[config.mk]
export PLATFORM = sky130hd
export DESIGN_NAME = dcache_store_buffer_flat
export DESIGN_NICKNAME = d
export VERILOG_FILES = /design/src/rtl/dcache_store_buffer_pkg.sv /design/src/rtl/dcache_store_buffer_if.sv /design/src/rtl/dcache_store_buffer_store_align.sv /design/src/rtl/dcache_store_buffer.sv /design/src/flat_wrapper.sv
export SDC_FILE = /design/constraint.sdc
export NUM_CORES = 1
export LEC_CHECK = 0
export CORE_UTILIZATION = 51
export DETAILED_ROUTE_END_ITERATION = 10
export PLACE_DENSITY = 0.85
export SYNTH_ARGS = -nofsm -noshare
export SYNTH_HDL_FRONTEND = slang
export SYNTH_HIERARCHICAL = 1
export SYNTH_SLANG_ARGS = --single-unit
[constraint.sdc]
create_clock -name clock -period 7.3 [get_ports clock]
set_input_delay 0.73 -clock clock [delete_from_list [all_inputs] [get_ports clock]]
set_output_delay 0.73 -clock clock [all_outputs]
set_load 0.1 [all_outputs]
[src/rtl/dcache_store_buffer_pkg.sv]
// dcache_store_buffer_pkg: shared types, lane defaults and merge helper for the dcache store buffer (optional macro DCACHE_STORE_BUFFER_MERGE_EN)
`ifndef NUM_SQ_DCACHE
`define NUM_SQ_DCACHE 2
`endif
package dcache_store_buffer_pkg;
  localparam int SQ_LANES = `NUM_SQ_DCACHE;
  localparam int LD_PORTS = 2;
  typedef enum logic [1:0] {MEM_BYTE, MEM_HALF, MEM_WORD, MEM_DOUBLE} mem_size_e;
  typedef enum logic [1:0] {WB_IDLE, WB_REQ, WB_WAIT} wb_state_e;
  typedef struct packed {
    logic        valid;
    logic [31:0] addr;
    logic [2:0]  sign_size;
    logic [31:0] data;
  } sq_dcache_packet_t;
  typedef struct packed {
    logic        valid;
    logic [29:0] addr;
    logic [3:0]  mask;
    logic [31:0] data;
  } wb_entry_t;
  function automatic wb_entry_t wb_merge(input wb_entry_t e, input logic [3:0] m, input logic [31:0] d);
    for (int b = 0; b < 4; b++) if (m[b]) e.data[8*b +: 8] = d[8*b +: 8];
    e.mask = e.mask | m;
    return e;
  endfunction
endpackage

[src/rtl/dcache_store_buffer_if.sv]
// dcache_store_buffer_if: SQ store lanes, memory write channel and LQ conflict probe of the store buffer
interface dcache_store_buffer_if import dcache_store_buffer_pkg::*; #(
  parameter int N_SQ = SQ_LANES,
  parameter int N_LD = LD_PORTS
) ();
  sq_dcache_packet_t [N_SQ-1:0] sq_dcache_packet;
  logic [N_SQ-1:0] dcache_accept;
  logic mem_req_valid;
  logic [31:0] mem_req_addr;
  logic [31:0] mem_req_data;
  logic [3:0] mem_req_mask;
  logic mem_req_ready;
  logic mem_resp_valid;
  logic [N_LD-1:0][31:0] lq_addr;
  logic [N_LD-1:0] wb_hit;
  logic wb_empty;
  modport master (
    output sq_dcache_packet, mem_req_ready, mem_resp_valid, lq_addr,
    input dcache_accept, mem_req_valid, mem_req_addr, mem_req_data, mem_req_mask, wb_hit, wb_empty
  );
  modport slave (
    input sq_dcache_packet, mem_req_ready, mem_resp_valid, lq_addr,
    output dcache_accept, mem_req_valid, mem_req_addr, mem_req_data, mem_req_mask, wb_hit, wb_empty
  );
endinterface

[src/rtl/dcache_store_buffer_store_align.sv]
// dcache_store_buffer_store_align: places a store's bytes in their word lanes and builds the byte mask
module dcache_store_buffer_store_align import dcache_store_buffer_pkg::*; (
  input  logic [1:0]  offset,
  input  mem_size_e   size,
  input  logic [31:0] data,
  output logic [3:0]  mask,
  output logic [31:0] lane_data
);
  assign mask = size == MEM_BYTE ? 4'b0001 << offset : size == MEM_HALF ? 4'b0011 << {offset[1], 1'b0} : 4'hf;
  assign lane_data = size == MEM_BYTE ? {24'b0, data[7:0]} << {offset, 3'b0}
                   : size == MEM_HALF ? {16'b0, data[15:0]} << {offset[1], 4'b0} : data;
endmodule

[src/rtl/dcache_store_buffer.sv]
// dcache_store_buffer: aligns committed SQ stores into a WB_LEN-entry FIFO drained in order to memory; define DCACHE_STORE_BUFFER_MERGE_EN to merge stores into pending words
module dcache_store_buffer import dcache_store_buffer_pkg::*; #(
  parameter int WB_LEN = 4,
  parameter int NUM_SQ_DCACHE = SQ_LANES,
  parameter int NUM_FU_LOAD = LD_PORTS
) (
  input logic clock,
  input logic reset,
  dcache_store_buffer_if.slave sb
);
  localparam int IW = $clog2(WB_LEN);
  localparam int CW = $clog2(WB_LEN + 1);
  typedef logic [IW-1:0] wb_idx_t;
  wb_state_e state_q, state_d;
  wb_entry_t [WB_LEN-1:0] entries_q, entries_d;
  wb_idx_t head_q, tail_q, slot, tgt;
  logic [CW-1:0] count_q, free, n_new;
  logic [NUM_SQ_DCACHE-1:0][3:0] mask;
  logic [NUM_SQ_DCACHE-1:0][31:0] data;
  logic [NUM_SQ_DCACHE-1:0] acc;
  logic pop, ok, mrg, unused_bits;
  for (genvar l = 0; l < NUM_SQ_DCACHE; l++) begin : g_align
    dcache_store_buffer_store_align u_align (
      .offset    (sb.sq_dcache_packet[l].addr[1:0]),
      .size      (mem_size_e'(sb.sq_dcache_packet[l].sign_size[1:0])),
      .data      (sb.sq_dcache_packet[l].data),
      .mask      (mask[l]),
      .lane_data (data[l])
    );
  end
  assign free = CW'(WB_LEN) - count_q;
  assign pop = state_q == WB_WAIT && sb.mem_resp_valid;
  // Prefix acceptance and FIFO update; a popped slot only becomes free next cycle
  always_comb begin
    entries_d = entries_q;
    if (pop) entries_d[head_q] = '0;
    acc = '0;
    n_new = '0;
    ok = 1'b1;
    mrg = 1'b0;
    tgt = '0;
    slot = '0;
    for (int i = 0; i < NUM_SQ_DCACHE; i++) begin
      mrg = 1'b0;
      tgt = '0;
`ifdef DCACHE_STORE_BUFFER_MERGE_EN
      for (int k = 0; k < WB_LEN; k++)
        if (!mrg && entries_d[k].valid && entries_d[k].addr == sb.sq_dcache_packet[i].addr[31:2] &&
            !(wb_idx_t'(k) == head_q && state_q != WB_IDLE)) begin
          mrg = 1'b1;
          tgt = wb_idx_t'(k);
        end
`endif
      acc[i] = ok && reset && sb.sq_dcache_packet[i].valid && (mrg || n_new < free);
      ok = acc[i];
      slot = mrg ? tgt : tail_q + wb_idx_t'(n_new);
      if (acc[i]) entries_d[slot] = mrg ? wb_merge(entries_d[slot], mask[i], data[i])
                                        : '{1'b1, sb.sq_dcache_packet[i].addr[31:2], mask[i], data[i]};
      if (acc[i] && !mrg) n_new = n_new + CW'(1);
    end
  end
  // Drain sequencer: present head, wait for handshake, then for write completion
  always_comb begin
    state_d = state_q == WB_IDLE ? (count_q != '0 ? WB_REQ : WB_IDLE)
            : state_q == WB_REQ ? (sb.mem_req_ready ? WB_WAIT : WB_REQ)
            : (sb.mem_resp_valid ? WB_IDLE : WB_WAIT);
  end
  // State, pointers and entries
  always_ff @(posedge clock) begin
    if (!reset) begin
      state_q <= WB_IDLE;
      count_q <= '0;
      head_q <= '0;
      tail_q <= '0;
      entries_q <= '0;
    end else begin
      state_q <= state_d;
      count_q <= count_q + n_new - CW'(pop);
      head_q <= head_q + wb_idx_t'(pop);
      tail_q <= tail_q + wb_idx_t'(n_new);
      entries_q <= entries_d;
    end
  end
  // Word-granular conflict check of load addresses against every pending entry
  always_comb begin
    sb.wb_hit = '0;
    for (int i = 0; i < NUM_FU_LOAD; i++)
      for (int k = 0; k < WB_LEN; k++)
        if (entries_q[k].valid && entries_q[k].addr == sb.lq_addr[i][31:2]) sb.wb_hit[i] = 1'b1;
  end
  // Sign flag and load byte offsets do not matter at word granularity
  always_comb begin
    unused_bits = 1'b0;
    for (int i = 0; i < NUM_SQ_DCACHE; i++) unused_bits = unused_bits ^ sb.sq_dcache_packet[i].sign_size[2];
    for (int i = 0; i < NUM_FU_LOAD; i++) unused_bits = unused_bits ^ (^sb.lq_addr[i][1:0]);
  end
  assign sb.dcache_accept = acc;
  assign sb.mem_req_valid = state_q == WB_REQ;
  assign sb.mem_req_addr = sb.mem_req_valid ? {entries_q[head_q].addr, 2'b00} : '0;
  assign sb.mem_req_data = sb.mem_req_valid ? entries_q[head_q].data : '0;
  assign sb.mem_req_mask = sb.mem_req_valid ? entries_q[head_q].mask : '0;
  assign sb.wb_empty = count_q == '0 && state_q == WB_IDLE;
endmodule
[src/flat_wrapper.sv]
// flat-port wrapper written by rule: the top's interface ports become plain ports
module dcache_store_buffer_flat import dcache_store_buffer_pkg::*;
#(
  parameter int WB_LEN = 4,
  parameter int NUM_SQ_DCACHE = SQ_LANES,
  parameter int NUM_FU_LOAD = LD_PORTS
)
  (clock, reset, sb_sq_dcache_packet, sb_mem_req_ready, sb_mem_resp_valid, sb_lq_addr, sb_dcache_accept, sb_mem_req_valid, sb_mem_req_addr, sb_mem_req_data, sb_mem_req_mask, sb_wb_hit, sb_wb_empty);
  dcache_store_buffer_if sb_i ();
  input logic clock;
  input logic reset;
  input wire logic [$bits(sb_i.sq_dcache_packet)-1:0] sb_sq_dcache_packet;
  input wire logic [$bits(sb_i.mem_req_ready)-1:0] sb_mem_req_ready;
  input wire logic [$bits(sb_i.mem_resp_valid)-1:0] sb_mem_resp_valid;
  input wire logic [$bits(sb_i.lq_addr)-1:0] sb_lq_addr;
  output wire logic [$bits(sb_i.dcache_accept)-1:0] sb_dcache_accept;
  output wire logic [$bits(sb_i.mem_req_valid)-1:0] sb_mem_req_valid;
  output wire logic [$bits(sb_i.mem_req_addr)-1:0] sb_mem_req_addr;
  output wire logic [$bits(sb_i.mem_req_data)-1:0] sb_mem_req_data;
  output wire logic [$bits(sb_i.mem_req_mask)-1:0] sb_mem_req_mask;
  output wire logic [$bits(sb_i.wb_hit)-1:0] sb_wb_hit;
  output wire logic [$bits(sb_i.wb_empty)-1:0] sb_wb_empty;
  assign sb_i.sq_dcache_packet = sb_sq_dcache_packet;
  assign sb_i.mem_req_ready = sb_mem_req_ready;
  assign sb_i.mem_resp_valid = sb_mem_resp_valid;
  assign sb_i.lq_addr = sb_lq_addr;
  assign sb_dcache_accept = sb_i.dcache_accept;
  assign sb_mem_req_valid = sb_i.mem_req_valid;
  assign sb_mem_req_addr = sb_i.mem_req_addr;
  assign sb_mem_req_data = sb_i.mem_req_data;
  assign sb_mem_req_mask = sb_i.mem_req_mask;
  assign sb_wb_hit = sb_i.wb_hit;
  assign sb_wb_empty = sb_i.wb_empty;
  dcache_store_buffer #(.WB_LEN(WB_LEN), .NUM_SQ_DCACHE(NUM_SQ_DCACHE), .NUM_FU_LOAD(NUM_FU_LOAD)) u_core (.clock(clock), .reset(reset), .sb(sb_i));
endmodule
# After elaboration in Yosys (flattened, before gate mapping)
# Cells that the tools add are included.
# Widths: inputs -> output; s select.
# op_classes
n_addsub,7
order_cmp,8
n_eq_ne,12
n_bitwise,2
mux,39
n_reduce_logical,23
n_shift,8
# ops
operator,n
$mux 268,3
$bwmux 268,2
$demux 67 s2,3
$and 268x268->268,1
$not 268->268,1
$eq 30x30->1,8
$mux 67,3
$mux 32,6
$bmux 67 s2,1
$mux 66,1
$shl 16x5->32,2
$shl 8x5->32,2
$mux 4,5
$logic_and 1x1->1,18
$mux 1,10
$lt 2x3->1 const B,3
$mux 2,4
$shl 1x2->4 const A,2
$shl 2x2->4 const A,2
$eq 2x1->1 const B,3
$ge 2x1->1 const B,3
$logic_not 2->1,3
$add 2x1->2,2
$add 3x3->3,1
10 further kinds,10
# word_totals
ff_bits,277

# Longest topological paths before layout
# logic_depth
depth_word,11
ltp_mapped,13

# Modules after synthesis
# The synthesis kept the hierarchy.
# modules_own_cells
mod,cells_per_inst,instances,area_per_inst_um2
dcache_store_buffer,1802,1,16140.5
dcache_store_buffer_store_align,76,2,481.7

# Least setup slack after synthesis
# Ideal clock, no wire load.
# synth_timing
path_type,register to register
start,reg u_core.count_q[0]
end,reg u_core.count_q[2]
required_ns,7.185
path_stages_with_launch,13
n_path_buf,0
period_less_slack_ns,4.086
slack_ns,3.214
t_arrival_ns,3.971
setup_ns,0.115
cell_sequence,dfxtp_1 -> inv_1 -> ha_1 -> ha_1 -> nor3b_4 -> nor2_1 -> ha_1 -> xnor2_1 -> ha_1 -> inv_1 -> fa_1 -> xnor2_1 -> and2_1
# synth_between
elab_chain_len,9
word_cells_on_any_way,12
# synth_lines
item,line,rtl
start: declaration,dcache_store_buffer.sv:17,"logic [CW-1:0] count_q, free, n_new;"
start signal: assignment,dcache_store_buffer.sv:78,count_q <= count_q + n_new - CW'(pop);
$sub 3x3->3 (*),dcache_store_buffer.sv:31,assign free = CW'(WB_LEN) - count_q;
$lt 1x3->1 (*),dcache_store_buffer.sv:54,acc[i] = ok && reset && sb.sq_dcache_packet[i].valid && (mrg || n_new < free);
$logic_and 1x1->1 (*),dcache_store_buffer.sv:54,
net sb_dcache_accept[0],flat_wrapper.sv:16,output wire logic [$bits(sb_i.dcache_accept)-1:0] sb_dcache_accept;
$mux 1 / $logic_and 1x1->1 (equally long branches),"dcache_store_buffer.sv:59, dcache_store_buffer.sv:54",
$lt 1x3->1 / $logic_and 1x1->1 (equally long branches),dcache_store_buffer.sv:54,
$logic_and 1x1->1,dcache_store_buffer.sv:54,
$mux 3 (*),dcache_store_buffer.sv:59,if (acc[i] && !mrg) n_new = n_new + CW'(1);
$add 3x3->3 (*),dcache_store_buffer.sv:78,
$sub 3x1->3 (*),dcache_store_buffer.sv:78,
# Mark *: on every way through the listed nets, which the timed path passes. The rest lies on a longest branch.
# A chain may end at the register's enable or synchronous reset.

# Worst setup path in the final report
# layout_timing
start,reg u_core.head_q[0]
end,out sb_mem_req_addr[10]
# layout_between
elab_chain_len,3
# layout_lines
item,line,rtl
start: declaration,dcache_store_buffer.sv:16,"wb_idx_t head_q, tail_q, slot, tgt;"
start signal: assignment,dcache_store_buffer.sv:79,head_q <= head_q + wb_idx_t'(pop);
$bmux 67 s2,dcache_store_buffer.sv:99,"assign sb.mem_req_addr = sb.mem_req_valid ? {entries_q[head_q].addr, 2'b00} : '0;"
$mux 66 (implied by the code),dcache_store_buffer.sv:99,
$mux 32,dcache_store_buffer.sv:99,
end: declaration,flat_wrapper.sv:18,output wire logic [$bits(sb_i.mem_req_addr)-1:0] sb_mem_req_addr;
# Every way passes these cells. The select of a mux whose other input is x is not followed.

==> impl_metrics.py <==
metrics = {
    "finish": {
        "fillCellCount": 2641,
        "area_delta_synth_final_pct": 21.69,
        "fraction_of_layout_instances_using_a_drive_strength_above_1_pct": 8.102,
        "final-instance-count-excl-fill": 2528,
        "fin_nets": 2274,
        "layout.area.seq_um2": 5553,
        "antenna_cells_inserted": 0,
        "multi_input_comb_area_um2": 10670,
    },
    "synthesis": {
        "ys.flop_type": "sky130_fd_sc_hd__dfxtp_1",
        "yosysWarningCount": 6,
        "portion_of_synthesized_cell_area_occupied_by_the_leading_cell_type_pct": 32.42,
        "ys_top_cells_by_count": "277 x sky130_fd_sc_hd__dfxtp_1, 274 x sky130_fd_sc_hd__nor2_1, 267 x sky130_fd_sc_hd__o21ai_0, 264 x sky130_fd_sc_hd__a221oi_1, 155 x sky130_fd_sc_hd__xnor2_1",
        "post_synth.cell_area_avg_um2": 8.753,
        "post_synth_instance_area_um2": 17100,
        "ys_types": 49,
        "number_of_enable_flip_flop_cells_after_synthesis": 0,
        "ys_seq_area_share_pct": 32.42,
        "syn_inst": 1954,
        "ys_top_cells_by_area": "sky130_fd_sc_hd__dfxtp_1 32%, sky130_fd_sc_hd__a221oi_1 14%, sky130_fd_sc_hd__mux4_2 8.7%",
        "postSynth.asyncResetShare_pct": 0,
        "synth.most_common_cell": "sky130_fd_sc_hd__dfxtp_1",
        "synth_seq_cells": 277,
        "synthDominantAreaCellType": "sky130_fd_sc_hd__dfxtp_1",
    },
    "power": {
        "p_leak_nw": 6.920,
        "vdd_ir_max_mv": 0.2116,
        "p_per_area_nw_per_um2": 280.8,
    },
    "cts": {
        "clkSlewWorstSetupHoldPaths_ns": 0.06,
        "cts_post_setup_buffers_inserted": 0,
        "clk_path_buf_depth": 3,
        "clock_tree.root_cell": "sky130_fd_sc_hd__clkbuf_16",
        "tritoncts": "built",
        "post_cts_resized": 0,
        "ctsHtreeMaxLevel": 1,
        "clock_sink_count": 277,
        "cts_hold_buf": 0,
        "tritoncts.num_buffers": 31,
        "clock_insertion_delay_worst_skew_ns": 0.59,
    },
    "floorplan": {
        "floorplan.die_area_um2": 34270,
        "initial_core_util_pct": 52.17,
        "die_width_um": 185.1,
        "design.core.area_um2": 32780,
        "floorplan.io_pins": 278,
        "die_y_um": 185.1,
        "floorplan.rows": 66,
    },
    "timing": {
        "finalMaxSlewViolations": 0,
        "layout_min_cycle_time_ns": 4.920,
        "maxClockFrequency_ghz": 0.2032,
        "relSlewSlack_pct": 9.890,
        "hold_viol_final": 0,
        "finClkSkew_ns": 0.008628,
        "min_period_over_period_pct": 67.40,
        "tns_ns": 0,
        "tightest_slew_ns": 1.347,
        "report.final.setup_viol": 0,
        "setup_repair_after_global_routing_missed_its_margin": "false",
    },
    "worst_setup_path": {
        "cp-end-kind": "output pin",
        "timing.critical_path.from_type": "flip-flop",
        "crit_type": "reg2out",
        "crit_path_top_delay_cell": "sky130_fd_sc_hd__dfxtp_4",
        "crit_path_cell_trace": "buf_4, mux4_2, and2_1, clkdlybuf4s50_1",
        "critical-path-max-stage-delay_ns": 1.03,
        "arrival_ns": 4.19,
        "required_ns": 6.57,
        "crit_fanout": 44,
    },
    "detailed_routing": {
        "route.vias.total": 18048,
        "detail_route.wirelength_mm": 72.64,
        "first_pass_iters": 6,
        "wl_per_cell_um": 28.73,
        "ant_nets": 0,
        "drc_violations_left": 0,
        "detail_route.iter0.violations": 3076,
        "vias_per_cell": 7.139,
    },
    "grt": {
        "grt_antenna_before_repair": 1,
        "globalRoute.totalOverflow": 0,
        "grt_pass1_vias": 17031,
        "grt_first_pass_wirelength_mm": 107.5,
        "grt_max_degree": 124,
        "aggregate_global_route_resource_usage_pct": 41.68,
    },
    "hold_path": {
        "worst_hold_path_type": "reg2reg",
    },
    "place": {
        "post-dp-hpwl_mm": 46.54,
        "dp.cells": 2471,
        "io_buffer_count": 269,
        "finalWeightedCongestion": 1.042,
    },
    "run_status": {
        "status": "completed",
    },
    "run": {
        "drv_cap": 0,
    },
}
## through the flow
stage | cell area [µm²] | util, % | total power [mW] | setup WS [ns] | hold WS [ns]
2_1_floorplan | 17110 | - | 3.383 | 3.214 | 0.4858
3_3_place_gp | 19700 | 60.10 | 4.032 | 2.715 | 0.4966
3_5_place_dp | 19700 | 60.10 | 4.082 | 2.706 | 0.5058
4_1_cts | 20810 | 63.49 | 5.771 | 2.413 | 0.5234
5_1_grt | 20810 | 63.49 | 6.021 | 2.186 | 0.5539
6_report | 20810 | 63.49 | 5.844 | 2.380 | 0.5202
## worst paths after layout
path	start	slack, ns	cells after the start	end
min reg2reg	u_core/entries_q[217]	0.52	2	u_core/entries_q[217]
min	u_core/entries_q[217]	0.52	2	u_core/entries_q[217]
max	u_core/head_q[0]	2.38	4	sb_mem_req_addr[10]
max reg2reg	u_core/count_q[0]	2.94	10	u_core/entries_q[52]
## state kept, by name, summed over array words and instances (netlist names)
name and cells:
u_core/count_q 3, u_core/head_q 2, u_core/tail_q 2, u_core/state_q 2, u_core/entries_q 268
## report_power, final
part	switching [mW]	internal (mW)	total [mW]
clock network	0.687	1.02	1.71
logic	1.32	0.822	2.14
registers	0.263	1.73	1.99
## kinds of logic after synthesis
family          synth area share, %
buf+inv                       5.801
simple gates                  15.09
other cells                 0.02192
fa+ha+maj                    0.6291
compound gates                24.59
xor+xnor                      12.70
flops                         32.42
mux                           8.749
## layout by cell type, fill, tap and decap left out, drive strengths merged, types with 7 or more instances in the layout
cell type,netlist,routed
dfxtp,277,277
mux4,66,66
clkbuf,143,40
nor2b,8,8
xor2,93,93
and2,88,88
buf,71,20
xnor2,155,155
nor4,33,33
nand2,20,20
a22o,16,16
o21ai,296,296
nor2,274,274
inv,23,26
nand4,51,51
a222oi,16,16
ha,7,7
clkdlybuf4s50,0,268
a221oi,264,264
clkinv,0,8
## worst max-delay path: cells and delay by family (launching register included)
| kind | cells | cell delay [ns] |
|---|---|---|
| buffers and inverters | 2 | 1.74 |
| DFF | 1 | 1.03 |
| muxes | 1 | 0.62 |
| and+or+nand+nor | 1 | 0.17 |
## cell type report
| cell class | count | area share (%) |
|---|---|---|
| clock buffers | 40 | 4.178 |
| clock inverters | 17 | 1.160 |
| inverters | 23 | 0.4148 |
| multi-input cells | 1441 | 51.28 |
| flip-flops and latches | 277 | 26.68 |
| well taps | 442 | 2.657 |
| repair buffers | 288 | 13.63 |
## metal layers
layer  up-vias  wire (µm)  GRT usage [%]
met5         -         13              0
met4         2       3851          16.03
met3       306      10370          10.15
met2      1741      31920          65.86
met1      8495      26480          54.78
li1       7504          -              -
(Power assumes the default switching activity.)
